==> config.mk <==
export PLATFORM = sky130hd
export DESIGN_NAME = sdram_arbit
export DESIGN_NICKNAME = d
export VERILOG_FILES = /design/src/rtl/sdram_pkg.sv /design/src/rtl/sdram_ptr_ctrl.sv /design/src/rtl/sdram_arbit.sv
export SDC_FILE = /design/constraint.sdc
export NUM_CORES = 1
export LEC_CHECK = 0
export CAP_MARGIN = 20
export CORE_ASPECT_RATIO = 0.9
export CORE_UTILIZATION = 44
export DETAILED_ROUTE_END_ITERATION = 8
export PLACE_DENSITY = 0.85
export RECOVER_POWER = 100
export SLEW_MARGIN = 20
export SYNTH_ARGS = -nofsm -noshare
export SYNTH_HDL_FRONTEND = slang
export SYNTH_SLANG_ARGS = --single-unit
==> constraint.sdc <==
create_clock -name sclk -period 2.23 [get_ports sclk]
set_input_delay 0.223 -clock sclk [delete_from_list [all_inputs] [get_ports sclk]]
set_output_delay 0.223 -clock sclk [all_outputs]
set_load 0.05 [all_outputs]
==> src/rtl/sdram_pkg.sv <==
// sdram_pkg: state encoding and default geometry shared by the SDRAM arbiter,
// its pointer block and the write/read command engines.
package sdram_pkg;

  // Arbiter states; the numeric values are visible on the arb_state debug port
  typedef enum logic [2:0] {
    INIT  = 3'd0,
    ARBIT = 3'd1,
    AREF  = 3'd2,
    WRITE = 3'd3,
    READ  = 3'd4
  } arb_state_t;

  // SDRAM word-address width (bank+row+col)
  localparam int SDRAM_ADDR_W      = 22;
  // Words moved by one finished write or read transfer
  localparam int SDRAM_BURST_WORDS = 256;

endpackage

==> src/rtl/sdram_ptr_ctrl.sv <==
// sdram_ptr_ctrl: circular SDRAM write/read base pointers and stored-word
// occupancy. Advances on finished transfers only and reports whether another
// write (room for one burst) or read (one burst stored) may start.
module sdram_ptr_ctrl
  import sdram_pkg::*;
#(
  parameter int ADDR_W      = SDRAM_ADDR_W,
  parameter int BURST_WORDS = SDRAM_BURST_WORDS
) (
  input  logic              clk,
  input  logic              rst_n,
  input  logic              wr_done,
  input  logic              rd_done,
  output logic [ADDR_W-1:0] wr_addr,
  output logic [ADDR_W-1:0] rd_addr,
  output logic [ADDR_W:0]   occ,
  output logic              wr_ok,
  output logic              rd_ok
);

  localparam logic [ADDR_W-1:0] BURST_A  = ADDR_W'(BURST_WORDS);
  localparam logic [ADDR_W:0]   BURST_O  = (ADDR_W+1)'(BURST_WORDS);
  // Highest occupancy that still leaves room for a whole burst
  localparam logic [ADDR_W:0]   WR_LIMIT = (ADDR_W+1)'((64'd1 << ADDR_W) - 64'(BURST_WORDS));

  logic [ADDR_W-1:0] wr_addr_q, wr_addr_d;
  logic [ADDR_W-1:0] rd_addr_q, rd_addr_d;
  logic [ADDR_W:0]   occ_q, occ_d;

  // Next pointers/occupancy; address arithmetic wraps modulo the memory size
  always_comb begin
    wr_addr_d = wr_addr_q;
    rd_addr_d = rd_addr_q;
    occ_d     = occ_q;
    if (wr_done) begin
      wr_addr_d = wr_addr_q + BURST_A;
      occ_d     = occ_d + BURST_O;
    end
    if (rd_done) begin
      rd_addr_d = rd_addr_q + BURST_A;
      occ_d     = occ_d - BURST_O;
    end
  end

  // Pointer and occupancy registers
  always_ff @(posedge clk or negedge rst_n) begin
    if (!rst_n) begin
      wr_addr_q <= '0;
      rd_addr_q <= '0;
      occ_q     <= '0;
    end else begin
      wr_addr_q <= wr_addr_d;
      rd_addr_q <= rd_addr_d;
      occ_q     <= occ_d;
    end
  end

  assign wr_addr = wr_addr_q;
  assign rd_addr = rd_addr_q;
  assign occ     = occ_q;
  assign wr_ok   = (occ_q <= WR_LIMIT);
  assign rd_ok   = (occ_q >= BURST_O);

endmodule

==> src/rtl/sdram_arbit.sv <==
// sdram_arbit: central SDRAM scheduler. Grants the bus to exactly one of the
// refresh, burst-write and burst-read engines (refresh first) and keeps the
// circular buffer pointers via sdram_ptr_ctrl.
// Build macro ARB_RR_EN: when defined, write and read alternate round robin
// whenever both are eligible; otherwise write always beats read.
module sdram_arbit
  import sdram_pkg::*;
#(
  parameter int ADDR_W      = SDRAM_ADDR_W,
  parameter int BURST_WORDS = SDRAM_BURST_WORDS
) (
  input  logic              sclk,
  input  logic              s_rst_n,
  input  logic              init_end,
  input  logic              aref_req,
  input  logic              wr_trig,
  input  logic              rd_trig,
  input  logic              aref_end,
  input  logic              wr_end,
  input  logic              wr_fin,
  input  logic              rd_end,
  input  logic              rd_fin,
  output logic              aref_en,
  output logic              wr_en,
  output logic              rd_en,
  output logic              aref_pend,
  output logic [ADDR_W-1:0] wr_addr,
  output logic [ADDR_W-1:0] rd_addr,
  output logic [ADDR_W:0]   occ,
  output logic [2:0]        arb_state
);

  arb_state_t state_q, state_d;
  logic wr_trig_dly_q, rd_trig_dly_q;
  logic wr_pend_q, wr_pend_d, rd_pend_q, rd_pend_d;
  logic aref_en_q, wr_en_q, rd_en_q, aref_pend_q;
  logic wr_done, rd_done, wr_ok, rd_ok;
  logic wr_elig, rd_elig, wr_win, rd_win;

  // End pulses only count in the matching state; a stray pulse moves nothing
  assign wr_done = wr_end && wr_fin && (state_q == WRITE);
  assign rd_done = rd_end && rd_fin && (state_q == READ);

  sdram_ptr_ctrl #(
    .ADDR_W      (ADDR_W),
    .BURST_WORDS (BURST_WORDS)
  ) u_ptr (
    .clk     (sclk),
    .rst_n   (s_rst_n),
    .wr_done (wr_done),
    .rd_done (rd_done),
    .wr_addr (wr_addr),
    .rd_addr (rd_addr),
    .occ     (occ),
    .wr_ok   (wr_ok),
    .rd_ok   (rd_ok)
  );

  // Pending flags: set on a trigger rising edge, cleared by a finished
  // transfer; a set in the same cycle as the clear wins
  always_comb begin
    wr_pend_d = wr_pend_q;
    rd_pend_d = rd_pend_q;
    if (wr_done) wr_pend_d = 1'b0;
    if (wr_trig && !wr_trig_dly_q) wr_pend_d = 1'b1;
    if (rd_done) rd_pend_d = 1'b0;
    if (rd_trig && !rd_trig_dly_q) rd_pend_d = 1'b1;
  end

  // Trigger edge-detect delays and pending flags
  always_ff @(posedge sclk or negedge s_rst_n) begin
    if (!s_rst_n) begin
      wr_trig_dly_q <= 1'b0;
      rd_trig_dly_q <= 1'b0;
      wr_pend_q     <= 1'b0;
      rd_pend_q     <= 1'b0;
    end else begin
      wr_trig_dly_q <= wr_trig;
      rd_trig_dly_q <= rd_trig;
      wr_pend_q     <= wr_pend_d;
      rd_pend_q     <= rd_pend_d;
    end
  end

  // Ineligible requests simply stay pending until the buffer level allows them
  assign wr_elig = wr_pend_q && wr_ok;
  assign rd_elig = rd_pend_q && rd_ok;

`ifdef ARB_RR_EN
  logic last_rd_q, last_rd_d;

  // Remember which of write/read was granted last
  always_comb begin
    last_rd_d = last_rd_q;
    if (state_q == ARBIT && state_d == WRITE) last_rd_d = 1'b0;
    if (state_q == ARBIT && state_d == READ)  last_rd_d = 1'b1;
  end

  // Last-grant register; starts as "read last" so the first contest goes to write
  always_ff @(posedge sclk or negedge s_rst_n) begin
    if (!s_rst_n) last_rd_q <= 1'b1;
    else          last_rd_q <= last_rd_d;
  end

  assign wr_win = wr_elig && (!rd_elig || last_rd_q);
`else
  assign wr_win = wr_elig;
`endif
  assign rd_win = rd_elig && !wr_win;

  // Next-state logic: refresh beats write/read; busy states wait for their end pulse
  always_comb begin
    state_d = state_q;
    unique case (state_q)
      INIT:    if (init_end) state_d = ARBIT;
      ARBIT: begin
        if (aref_req)    state_d = AREF;
        else if (wr_win) state_d = WRITE;
        else if (rd_win) state_d = READ;
      end
      AREF:    if (aref_end) state_d = ARBIT;
      WRITE:   if (wr_end)   state_d = ARBIT;
      READ:    if (rd_end)   state_d = ARBIT;
      default: state_d = INIT;
    endcase
  end

  // State register with registered grants that track the state exactly
  always_ff @(posedge sclk or negedge s_rst_n) begin
    if (!s_rst_n) begin
      state_q     <= INIT;
      aref_en_q   <= 1'b0;
      wr_en_q     <= 1'b0;
      rd_en_q     <= 1'b0;
      aref_pend_q <= 1'b0;
    end else begin
      state_q     <= state_d;
      aref_en_q   <= (state_d == AREF);
      wr_en_q     <= (state_d == WRITE);
      rd_en_q     <= (state_d == READ);
      aref_pend_q <= aref_req && (state_q == WRITE || state_q == READ);
    end
  end

  assign aref_en   = aref_en_q;
  assign wr_en     = wr_en_q;
  assign rd_en     = rd_en_q;
  assign aref_pend = aref_pend_q;
  assign arb_state = state_q;

endmodule

* Word level (Yosys, flattened, before mapping) *
Cells that the tools add are included.
W data, S select, Z words.

storage, ports and cells
  input bits = 11
  register bits after elaboration = 78
  logic and storage cells = 56
  output and inout port bits = 74

cells by class
  $add $sub $neg = 4
  reduce and logical (&&, ||, !) cells = 17
  $lt $le $gt $ge = 2
  eq/ne operators = 7
  mux-type cells = 14

operators with widths
  operator                 count
  $mux W23                 2
  $add A22 B9 Y22 const B  2
  $add A23 B9 Y23 const B  1
  $ge A23 B9 Y1 const B    1
  $le A23 B22 Y1 const B   1
  $sub A23 B9 Y23 const B  1
  $mux W3                  7
  $pmux W3 S5              1
  $eq A3 B2 Y1 const B     4
  $logic_and A1 B1 Y1      10
  $eq A3 B3 Y1 const B     2
  $mux W1                  4
  $reduce_bool A2 Y1       2
  $eq A3 B1 Y1 const B     1
  $logic_not A1 Y1         3
  $logic_not A3 Y1         1
  $logic_or A1 B1 Y1       1

* Depth between registers and ports, before layout *
Gate-level depths: netlist of the first run.

  depth in word-level cells = 9
  gate-level depth with buffers = 12
  depth with buffers taken out = 10

* Modules after synthesis *
From an unflattened synthesis of the first run, not the netlist that was laid out.

second synthesis, totals
  cells, all modules = 307
  area total of the unflattened synthesis = 3175.5 um^2

by module, submodules not included
  module          instances  cells an instance  area each (um^2)  sequential area each (um^2)
  sdram_ptr_ctrl  1          260                2671.3            1076.0
  sdram_arbit     1          47                 504.2             275.3

* Least setup slack after synthesis of the first run *
Ideal clock, no wire load.

  path type = register to register
  from = register state_q[0] (netlist: arb_state[0])
  to = register u_ptr.occ_q[22] (netlist: u_ptr.occ[22])
  data arrival time = 2.433 ns
  clock period less this slack = 2.513 ns
  cell stages (with the launch flop) = 12
  path slack = -0.283 ns
  required time = 2.150 ns
  path buffers = 2
  library setup time = 0.080 ns
  path through = dfrtp_1 > buf_6 > nand4_4 > nor2_1 > buf_2 > xnor2_1 > ha_1 > nand3_1 > a31oi_4 > o211ai_4 > nor3b_2 > xnor2_1

between the ends
  cells in the longest elaborated chain, start to end = 5
  elaborated cells between the ends (all ways) = 7
  classes of those cells = add/sub (1); eq/ne (2); mux (2); reduce/logical (2)

RTL lines
  item                       RTL line              source
  start, declared            sdram_arbit.sv:33     arb_state_t state_q, state_d;
  start signal, assigned     sdram_arbit.sv:137    state_q <= state_d;
  $eq A3 B2 Y1               sdram_arbit.sv:41     assign wr_done = wr_end && wr_fin && (state_q == WRITE);
  $logic_and A1 B1 Y1        sdram_arbit.sv:41
  $mux W23                   sdram_ptr_ctrl.sv:35  if (wr_done) begin
  $sub A23 B9 Y23            sdram_ptr_ctrl.sv:41  occ_d = occ_d - BURST_O;
  $mux W23 *                 sdram_ptr_ctrl.sv:39  if (rd_done) begin
  named net u_ptr.occ_d[22]  sdram_ptr_ctrl.sv:28  logic [ADDR_W:0] occ_q, occ_d;
  end signal, assigned       sdram_ptr_ctrl.sv:50  occ_q <= '0;
  end signal, assigned       sdram_ptr_ctrl.sv:54  occ_q <= occ_d;
  end, declared              sdram_ptr_ctrl.sv:28

Mark *: on every way through the listed nets, which the timed path passes. The rest lies on a longest branch.
A chain may end at the register's enable or synchronous reset.

* Worst setup path in the final report of the first run *
  from = register u_ptr.occ_q[8] (netlist: u_ptr.occ[8])
  to = register u_ptr.occ_q[22] (netlist: u_ptr.occ[22])

between the ends
  cells in the longest elaborated chain, start to end = 4

RTL lines
  item                       RTL line              source
  $add A23 B9 Y23            sdram_ptr_ctrl.sv:37  occ_d = occ_d + BURST_O;
  $mux W23 *                 sdram_ptr_ctrl.sv:35
  $sub A23 B9 Y23            sdram_ptr_ctrl.sv:41
  $mux W23 *                 sdram_ptr_ctrl.sv:39
  named net u_ptr.occ_d[22]  sdram_ptr_ctrl.sv:28

Marked as above.

==> reports/metrics.json, run 1 <==
{
  "tritoncts": {"value": "done"},
  "worst_setup_path_start_kind": {"value": "flop"},
  "synth.yosys.seq_area_share": {"value": 43.6, "unit": "%"},
  "initial_core_util": {"value": 46.3, "unit": "%"},
  "cts_htree_levels": {"value": 2},
  "postSynth.asyncResetShare": {"value": 100, "unit": "%"},
  "main_combinational_cell_family_by_area_after_synthesis": {"value": "simple AND/OR/NAND/NOR gates"},
  "path_cells": {"value": "ha_1 > inv_1 > or4_4 > a31oi_4 > o211ai_4 > nor3b_2 > xnor2_1"},
  "antenna_violating_nets_post_route": {"value": 0},
  "largest_area_contributor_in_the_netlist": {"value": "dfrtp_1"},
  "fin_ws": {"value": 72.9, "unit": "ps"},
  "synth_edf_count": {"value": 0},
  "reg2reg_depth": {"value": 7},
  "gr-total-overflow": {"value": 0},
  "drt_first_iter_violations": {"value": 147},
  "synth-compound-area-share": {"value": 7.19, "unit": "%"},
  "vdd.ir_drop.worst": {"value": 0.722, "unit": "mV"},
  "top_level_ports": {"value": 85},
  "tritoncts_num_sinks": {"value": 54},
  "worst_path_largest_cell_delay": {"value": 540, "unit": "ps"},
  "totalWireLength": {"value": 7020, "unit": "µm"},
  "p_comb_share": {"value": 49.2, "unit": "%"},
  "insertedDiodeCount": {"value": 0},
  "post_drt_via_cell_ratio": {"value": 5.16},
  "grt_antenna_before_repair": {"value": 0},
  "route.detailed.wl_per_inst": {"value": 14.1, "unit": "µm"},
  "dp_hpwl": {"value": 5190, "unit": "µm"},
  "critical_r2r_capture": {"value": "u_ptr.occ[22]"},
  "coreArea": {"value": 6690, "unit": "µm²"},
  "f_max": {"value": 464, "unit": "MHz"},
  "final_period_minus_worst_setup_slack": {"value": 2160, "unit": "ps"},
  "share_clk_of_total_power": {"value": 15.7, "unit": "%"},
  "postSynthRegisterBits": {"value": 54},
  "synthFlopType": {"value": "dfrtp_1"},
  "worst-path-max-fanout": {"value": 8},
  "num-nets-final": {"value": 421},
  "setup_viol": {"value": 0},
  "synth_area": {"value": 3100, "unit": "µm²"},
  "clk-insertion-delay-late": {"value": 310, "unit": "ps"},
  "run_status": {"value": "complete, no violations"},
  "final-max-slew-violation-count": {"value": 0},
  "synth_adder_area_share": {"value": 2.02, "unit": "%"},
  "die_w": {"value": 90.4, "unit": "µm"},
  "root_buffer": {"value": "clkbuf_8"},
  "power_leakage": {"value": 1.90, "unit": "nW"},
  "end_kind": {"value": "flop"},
  "synth_warnings": {"value": 0},
  "share_of_the_clock_period_used_by_the_worst_path_after_layout": {"value": 96.7, "unit": "%"},
  "post-synth-top-area-fraction": {"value": 43.6, "unit": "%"},
  "crit_family": {"value": "simple AND/OR/NAND/NOR gates"},
  "worstReg2RegStart": {"value": "u_ptr.occ[8]"},
  "grt_pass1_wl": {"value": 11600, "unit": "µm"},
  "finalSetupTns": {"value": 0, "unit": "ps"},
  "synthXorXnorAreaFrac": {"value": 14.7, "unit": "%"},
  "setup.worst_path.class": {"value": "flop to flop"},
  "synthSimpleGateAreaFrac": {"value": 21.1, "unit": "%"},
  "req_time_crit_path": {"value": 2470, "unit": "ps"},
  "finalCoreUtilization": {"value": 60.7, "unit": "%"},
  "post_synth_inst_count": {"value": 312},
  "die_height": {"value": 81.6, "unit": "µm"},
  "total_switching_power": {"value": 1.74, "unit": "mW"},
  "synthTopCellsByArea": {"value": "dfrtp_1 (44%), xnor2_1 (12%), buf_4 (5.8%), nor2_1 (3.2%), xor2_1 (3.1%)"},
  "cell_area_power_density": {"value": 931, "unit": "nW/µm²"},
  "post_synth_mux_area_share": {"value": 1.74, "unit": "%"},
  "internal-power": {"value": 2.04, "unit": "mW"},
  "cts_inserted_buffers": {"value": 5},
  "areaGrowthSynthToFinish": {"value": 31.2, "unit": "%"},
  "ff2ff_setup_slack": {"value": 70, "unit": "ps"},
  "cp.buffers_inverters": {"value": 1},
  "grt_start_max_net_pins": {"value": 55},
  "critical_path.slowest_cell": {"value": "or4_4"},
  "drc": {"value": 0},
  "power_switching_share": {"value": 46.0, "unit": "%"},
  "buffer_ports.inserted": {"value": 60},
  "die_area": {"value": 7380, "unit": "µm²"},
  "finalHoldViolations": {"value": 0},
  "drive_above_1_share": {"value": 15.5, "unit": "%"},
  "power.sequential.fraction": {"value": 35.1, "unit": "%"},
  "number_of_iterations_in_the_first_detailed_routing_pass": {"value": 4},
  "track_usage": {"value": 19.6, "unit": "%"},
  "critPathArrivalTime": {"value": 2400, "unit": "ps"},
  "gp_routability_congestion": {"value": 0.932},
  "min-delay-path-class": {"value": "input port to async pin"},
  "worst_slew_pin_slew": {"value": 1360, "unit": "ps"},
  "rows": {"value": 28},
  "first_global_vias": {"value": 2344},
  "detailedPlace.worstSlack": {"value": -221, "unit": "ps"},
  "timing.slew.headroom": {"value": 9.23, "unit": "%"},
  "clock_tree.buffer_depth": {"value": 2},
  "clock-skew-final": {"value": 5.45, "unit": "ps"},
  "synth.lib_cells_used.distinct": {"value": 46},
  "clk_pin_slew_worst_paths": {"value": 110, "unit": "ps"},
  "post_synth.cell_area_avg": {"value": 9.93, "unit": "µm²"},
  "via_count": {"value": 2557},
  "max_cap_violations": {"value": 0}
}
worst reg2reg max path, delay by kind of cell, from the launching register on:
kind	cells	cell delay [ps]
DFF	1	500
and+or+nand+nor	2	750
buffers and inverters	1	120
adders and majority gates	1	180
xor gates and xnor gates	1	130
AOI/OAI and AO/OA	2	410
routing by layer:
layer	wire length (µm)	global-route usage, %	vias up
met1	3200	26.8	1241
met5	0	0	-
met4	46	3.87	0
met2	3350	32.4	96
li1	-	-	1213
met3	422	4.17	7
worst max-delay path by stage:
stage | from | end | cells after the start
after floorplan | arb_state[0] | u_ptr.occ[22] | 12
after global routing | u_ptr.occ[8] | u_ptr.occ[21] | 8
after CTS | u_ptr.occ[8] | u_ptr.occ[22] | 8
final | u_ptr.occ[8] | u_ptr.occ[22] | 7
after detailed placement | wr_fin | u_ptr.occ[22] | 11
after global placement | wr_fin | u_ptr.occ[22] | 11
cell families (layout without fill, tap and decap cells):
logic type	after synthesis	in the layout
mux	5	5
flops	54	54
fa+ha+maj	5	5
simple gates	119	119
compound gates	28	28
xor+xnor	52	52
other cells	1	24
buf+inv	48	119
cells in the mapped netlist (2+ instances only):
master,count
inv_1,14
and2_1,2
nand2b_1,2
xnor2_1,41
mux2_2,3
nor4_1,8
nor3_1,8
o21ai_0,8
o32ai_1,2
xor2_1,11
and4_1,2
dfrtp_1,54
buf_2,6
nand3_1,19
nand4b_1,2
a32oi_1,2
o31ai_1,2
and3_1,4
nand2_1,23
a21o_1,2
buf_6,2
mux2i_1,2
a21oi_1,3
nor2_1,26
o211ai_1,2
clkbuf_1,2
buf_4,24
nand4_1,12
nor2b_1,3
ha_1,5
layout make-up:
type / instances / area, µm²
Clock buffer: 5 / 68.8
Clock inverter: 3 / 28.8
Fill cell: 595 / 2630
Inverter: 14 / 52.6
Multi-Input combinational cell: 233 / 1590
Sequential cell: 54 / 1360
Tap cell: 90 / 113
Timing Repair Buffer: 97 / 845
registers in the layout, indices dropped and copies added (netlist names):
name	flops
u_ptr.occ	15
u_ptr.rd_addr	14
u_ptr.wr_addr	14
arb_state	3
aref_en	1
aref_pend	1
rd_en	1
rd_pend_q	1
rd_trig_dly_q	1
wr_en	1
wr_pend_q	1
wr_trig_dly_q	1
power groups by stage:
stage / combinational [mW] / clock [mW] / sequential (mW)
final: 1.86 / 0.594 / 1.33
after global routing: 2.00 / 0.667 / 1.35
after CTS: 1.88 / 0.621 / 1.33
after detailed placement: 1.87 / 0 / 1.35
after global placement: 1.83 / 0 / 1.35
after floorplan: 0.837 / 0 / 1.80
through the flow:
stage	hold WS (ps)	cell area [µm²]	instances	total power [mW]
global placement	387	3920	483	3.18
CTS	53.0	4020	491	3.83
global route	405	4060	496	4.01
finish	290	4060	496	3.78
detailed placement	402	3920	483	3.22
floorplan	-72.6	3220	335	2.64
cells in the final DEF, fill, tap and decap left out, types with 2 or more instances in the layout:
cell | netlist | final
mux2i_1 | 2 | 2
xnor2_1 | 41 | 40
mux2_2 | 3 | 3
clkbuf_8 | 0 | 5
inv_1 | 14 | 14
dfrtp_2 | 0 | 4
nand4_1 | 12 | 12
nor4_2 | 0 | 2
clkbuf_1 | 2 | 7
buf_4 | 24 | 28
conb_1 | 1 | 24
dlygate4sd3_1 | 0 | 52
nand4b_1 | 2 | 2
ha_1 | 5 | 5
xor2_1 | 11 | 11
nand2b_1 | 2 | 2
and4_1 | 2 | 2
nor4_4 | 1 | 2
dfrtp_1 | 54 | 49
nand2_1 | 23 | 23
and2_1 | 2 | 2
o211ai_1 | 2 | 2
nor4_1 | 8 | 5
and3_1 | 4 | 4
nor2b_1 | 3 | 3
clkdlybuf4s50_1 | 0 | 7
nand3_1 | 19 | 18
nor2_1 | 26 | 25
a21o_1 | 2 | 2
nor3_1 | 8 | 8
a21oi_1 | 3 | 3
a32oi_1 | 2 | 2
o31ai_1 | 2 | 2
o21ai_0 | 8 | 7
repair_timing:
action / 4_1_cts / 5_1_grt
buffers inserted: 0 / 5
hold buffers: 0 / 0
gates resized for setup: 0 / 6
setup endpoints to repair: 0 / 6
No activity file was read; power rests on OpenSTA's default activity.
==> run 2: changes to the inputs <==
- CELL_PAD_IN_SITES_DETAIL_PLACEMENT: not set -> 0
- CELL_PAD_IN_SITES_GLOBAL_PLACEMENT: not set -> 2
- CORE_UTILIZATION: 44 -> 27
- PLACE_DENSITY: 0.85 -> 0.84
- SYNTH_HIERARCHICAL: not set -> 1
==> run 2 against run 1 <==
Net effect:
- hold slack improved by 140 ps
- sequential power is essentially flat
- power increased by 6.7%
- utilization down 23 points
- critical path depth fell by 5
- critical path type is now flop to output pin
- largest power group unchanged
- first-iteration DRC count is 36% lower
- combinational power about the same
- sequential cell count unchanged
- critical endpoint is now arb_state[1]
==> reports/metrics.json, run 2 <==
{
  "final_period_minus_worst_setup_slack": {"value": 2090, "unit": "ps", "change": "was 2160 ps"},
  "post_synth.cell_area_avg": {"value": 10.3, "unit": "µm²", "change": "was 9.93 µm²"},
  "first_global_vias": {"value": 2335, "change": "was 2344"},
  "worst_setup_path_start_kind": {"value": "flop", "change": "unchanged"},
  "layout_common_cells": {"value": "dlygate4sd3_1 (53), dfrtp_1 (50), xnor2_1 (38), buf_4 (29), conb_1 (24)", "change": "was dlygate4sd3_1 (52), dfrtp_1 (49), xnor2_1 (40), buf_4 (28), nor2_1 (25)"},
  "tritoncts": {"value": "done", "change": "unchanged"},
  "final_common_cell": {"value": "dlygate4sd3_1", "change": "unchanged"},
  "cts_htree_levels": {"value": 2, "change": "unchanged"},
  "hold-path-cell-count": {"value": 1},
  "layoutNonFillerInstCount": {"value": 556, "change": "was 496"},
  "worstReg2RegStart": {"value": "arb_state[0]", "change": "was u_ptr.occ[8]"},
  "areaGrowthSynthToFinish": {"value": 34.6, "unit": "%", "change": "was 31.2%"},
  "die_w": {"value": 116, "unit": "µm", "change": "was 90.4 µm"},
  "post_synth_inst_count": {"value": 307, "change": "was 312"},
  "whs": {"value": 426, "unit": "ps", "change": "was 290 ps"},
  "synth_edf_count": {"value": 0, "change": "unchanged"},
  "die_height": {"value": 105, "unit": "µm", "change": "was 81.6 µm"},
  "tritoncts_num_sinks": {"value": 54, "change": "unchanged"},
  "worst_slew_pin_slew": {"value": 905, "unit": "ps", "change": "was 1360 ps"},
  "fillcell_total": {"value": 1161, "change": "was 595"},
  "coreArea": {"value": 11400, "unit": "µm²", "change": "was 6690 µm²"},
  "placed_cells_incl_taps": {"value": 544, "change": "was 483"},
  "critPathArrivalTime": {"value": 1860, "unit": "ps", "change": "was 2400 ps"},
  "gp_routability_congestion": {"value": 0.816, "change": "was 0.932"},
  "worstHoldStart": {"value": "rd_trig_dly_q"},
  "clock_tree.buffer_depth": {"value": 2, "change": "unchanged"},
  "drt_first_iter_violations": {"value": 94, "change": "was 147"},
  "setup_repair_after_global_routing_missed_its_margin": {"value": "no"},
  "run_status": {"value": "complete, no violations", "change": "unchanged"},
  "multi_input_area": {"value": 1640, "unit": "µm²", "change": "was 1590 µm²"},
  "number_of_iterations_in_the_first_detailed_routing_pass": {"value": 4, "change": "unchanged"},
  "postSynth.asyncResetShare": {"value": 100, "unit": "%", "change": "unchanged"},
  "rows": {"value": 37, "change": "was 28"},
  "buffer_ports.inserted": {"value": 60, "change": "unchanged"},
  "share_of_the_clock_period_used_by_the_worst_path_after_layout": {"value": 93.6, "unit": "%", "change": "was 96.7%"},
  "whs_endpoint": {"value": "rd_pend_q"},
  "vdd.ir_drop.worst": {"value": 0.365, "unit": "mV", "change": "was 0.722 mV"},
  "ff2ff_setup_slack": {"value": 150, "unit": "ps", "change": "was 70 ps"},
  "largest_area_contributor_in_the_netlist": {"value": "dfrtp_1", "change": "unchanged"},
  "clock-skew-final": {"value": 3.81, "unit": "ps", "change": "was 5.45 ps"},
  "die_area": {"value": 12200, "unit": "µm²", "change": "was 7380 µm²"},
  "synthTopCellsByArea": {"value": "dfrtp_1 (43%), xnor2_1 (11%), buf_4 (5.7%), xor2_1 (4.1%), nand3_1 (2.8%)", "change": "was dfrtp_1 (44%), xnor2_1 (12%), buf_4 (5.8%), nor2_1 (3.2%), xor2_1 (3.1%)"},
  "f_max": {"value": 479, "unit": "MHz", "change": "was 464 MHz"},
  "leading_cell_type_by_number_of_instances_after_synthesis": {"value": "dfrtp_1", "change": "unchanged"},
  "cell_area_power_density": {"value": 944, "unit": "nW/µm²", "change": "was 931 nW/µm²"},
  "largest_reg_flops": {"value": 15, "change": "unchanged"},
  "drive_above_1_share": {"value": 16.8, "unit": "%", "change": "was 15.5%"},
  "grt_antenna_before_repair": {"value": 0, "change": "unchanged"},
  "reg2reg_depth": {"value": 9, "change": "was 7"},
  "post-synth-top-area-fraction": {"value": 42.6, "unit": "%", "change": "was 43.6%"},
  "num-nets-final": {"value": 415, "change": "was 421"},
  "grt_pass1_wl": {"value": 11700, "unit": "µm", "change": "was 11600 µm"},
  "finalHoldViolations": {"value": 0, "change": "unchanged"},
  "seqCellArea": {"value": 1360, "unit": "µm²", "change": "about the same"},
  "req_time_crit_path": {"value": 2010, "unit": "ps", "change": "was 2470 ps"},
  "via_count": {"value": 2448, "change": "was 2557"},
  "clk-insertion-delay-late": {"value": 290, "unit": "ps", "change": "was 310 ps"},
  "initial_core_util": {"value": 27.8, "unit": "%", "change": "was 46.3%"},
  "synth_area": {"value": 3180, "unit": "µm²", "change": "was 3100 µm²"},
  "post_drt_via_cell_ratio": {"value": 4.40, "change": "was 5.16"},
  "track_usage": {"value": 12.2, "unit": "%", "change": "was 19.6%"},
  "synth.lib_cells_used.distinct": {"value": 58, "change": "was 46"},
  "final-max-slew-violation-count": {"value": 0, "change": "unchanged"},
  "route.detailed.wl_per_inst": {"value": 12.9, "unit": "µm", "change": "was 14.1 µm"},
  "synthFlopType": {"value": "dfrtp_1", "change": "unchanged"},
  "timing.slew.headroom": {"value": 39.7, "unit": "%", "change": "was 9.23%"},
  "synth_warnings": {"value": 6, "change": "was 0"},
  "grt_start_max_net_pins": {"value": 30, "change": "was 55"},
  "fin_ws": {"value": 143, "unit": "ps", "change": "was 72.9 ps"},
  "insertedDiodeCount": {"value": 0, "change": "unchanged"},
  "worst-path-max-fanout": {"value": 7, "change": "was 8"},
  "antenna_violating_nets_post_route": {"value": 0, "change": "unchanged"},
  "postSynthRegisterBits": {"value": 54, "change": "unchanged"},
  "setup_viol": {"value": 0, "change": "unchanged"},
  "cts_inserted_buffers": {"value": 5, "change": "unchanged"},
  "detailedPlace.worstSlack": {"value": -142, "unit": "ps", "change": "was -221 ps"},
  "setup.worst_path.class": {"value": "flop to output pin", "change": "was flop to flop"},
  "max_cap_violations": {"value": 0, "change": "unchanged"},
  "root_buffer": {"value": "clkbuf_16", "change": "was clkbuf_8"},
  "finalCoreUtilization": {"value": 37.4, "unit": "%", "change": "was 60.7%"},
  "dp_hpwl": {"value": 5410, "unit": "µm", "change": "was 5190 µm"},
  "min-delay-path-class": {"value": "flop to flop", "change": "was input port to async pin"},
  "power_leakage": {"value": 1.98, "unit": "nW", "change": "was 1.90 nW"},
  "top_level_ports": {"value": 85, "change": "unchanged"},
  "end_kind": {"value": "output pin", "change": "was flop"},
  "gr-total-overflow": {"value": 0, "change": "unchanged"},
  "synth.yosys.seq_area_share": {"value": 42.6, "unit": "%", "change": "was 43.6%"},
  "synth_common_cells": {"value": "dfrtp_1 (54), xnor2_1 (39), buf_4 (24)", "change": "was dfrtp_1 (54), xnor2_1 (41), nor2_1 (26)"},
  "critical_r2r_capture": {"value": "u_ptr/occ[19]", "change": "was u_ptr.occ[22]"},
  "totalWireLength": {"value": 7150, "unit": "µm", "change": "was 7020 µm"},
  "clk_pin_slew_worst_paths": {"value": 70, "unit": "ps", "change": "was 110 ps"},
  "drc": {"value": 0, "change": "unchanged"}
}
-- run 2: cell count changes after synthesis, sizes merged, moves of 3 or more --
cell,delta
xor2,+5
mux2i,+4
o21ai,-3
nor2,-10
o211ai,-3
inv,-4
and4,+4
nor4,-4
clkbuf,+3
-- run 2: cell families after synthesis --
kind of cell | synth area share [%]
AOI/OAI and AO/OA | 5.44
xor gates and xnor gates | 15.4
adders and majority gates | 1.97
buffers and inverters | 10.5
DFF | 42.6
muxes | 2.96
other | 0.118
and+or+nand+nor | 21.0
-- run 2: layer usage --
metal | global-route usage [%] | share of wire [%] | routed length (µm)
met5 | 0 | 0 | 0
met1 | 17.2 | 49 | 3470
met2 | 18.8 | 46 | 3320
met3 | 2.20 | 4.1 | 293
met4 | 3.11 | 0.91 | 65
-- run 2: layout make-up --
| class | count | area share [%] |
|---|---|---|
| Multi-Input combinational cell | 228 | 38.4 |
| Sequential cell | 54 | 31.7 |
| Timing Repair Buffer | 100 | 20.6 |
| Tap cell | 156 | 4.57 |
| Clock buffer | 7 | 3.10 |
| Inverter | 10 | 0.878 |
| Clock inverter | 1 | 0.703 |
-- run 2: how the worst max path moves through the flow --
stage / from / slack [ps] / to
after floorplan: arb_state[1] / 10 / u_ptr/occ[22]
after global placement: wr_end / -90 / u_ptr/occ[22]
after detailed placement: wr_end / -140 / u_ptr/occ[22]
after CTS: arb_state[0] / 80 / u_ptr/occ[21]
after global routing: arb_state[0] / 10 / u_ptr/occ[22]
final: arb_state[1] / 140 / arb_state[1]
-- run 2: report_power, final --
| group | switching (mW) | leakage, nW | internal, mW |
|---|---|---|---|
| clock network | 0.335 | 0.0781 | 0.531 |
| registers | 0.207 | 0.712 | 1.13 |
| logic | 1.15 | 1.19 | 0.682 |
| total | 1.69 | 1.98 | 2.35 |
-- run 2: through the flow --
step	power, mW	area [µm²]	TNS [ps]
after floorplan	2.70	3320	0
after global placement	3.23	4080	-413
after detailed placement	3.24	4080	-767
after CTS	4.13	4260	0
after global routing	4.28	4270	0
final	4.04	4270	0
-- run 2: repair_timing --
item	4_1_cts	5_1_grt
setup endpoints to repair	0	8
hold endpoints to repair	12	0
resized for setup	0	9
buffers inserted	0	3
hold buffers	1	0
-- run 2: worst max-delay path, cell delays in order, from the launching register on --
cell and delay (ps):
dfrtp_2 410, clkbuf_1 250, dlygate4sd3_1 920
==> run 3: changes to the inputs <==
- CTS_CLUSTER_DIAMETER: not set -> 50
==> results of run 3 <==
The final DEF is identical to that of run 2; final timing and power are the same.
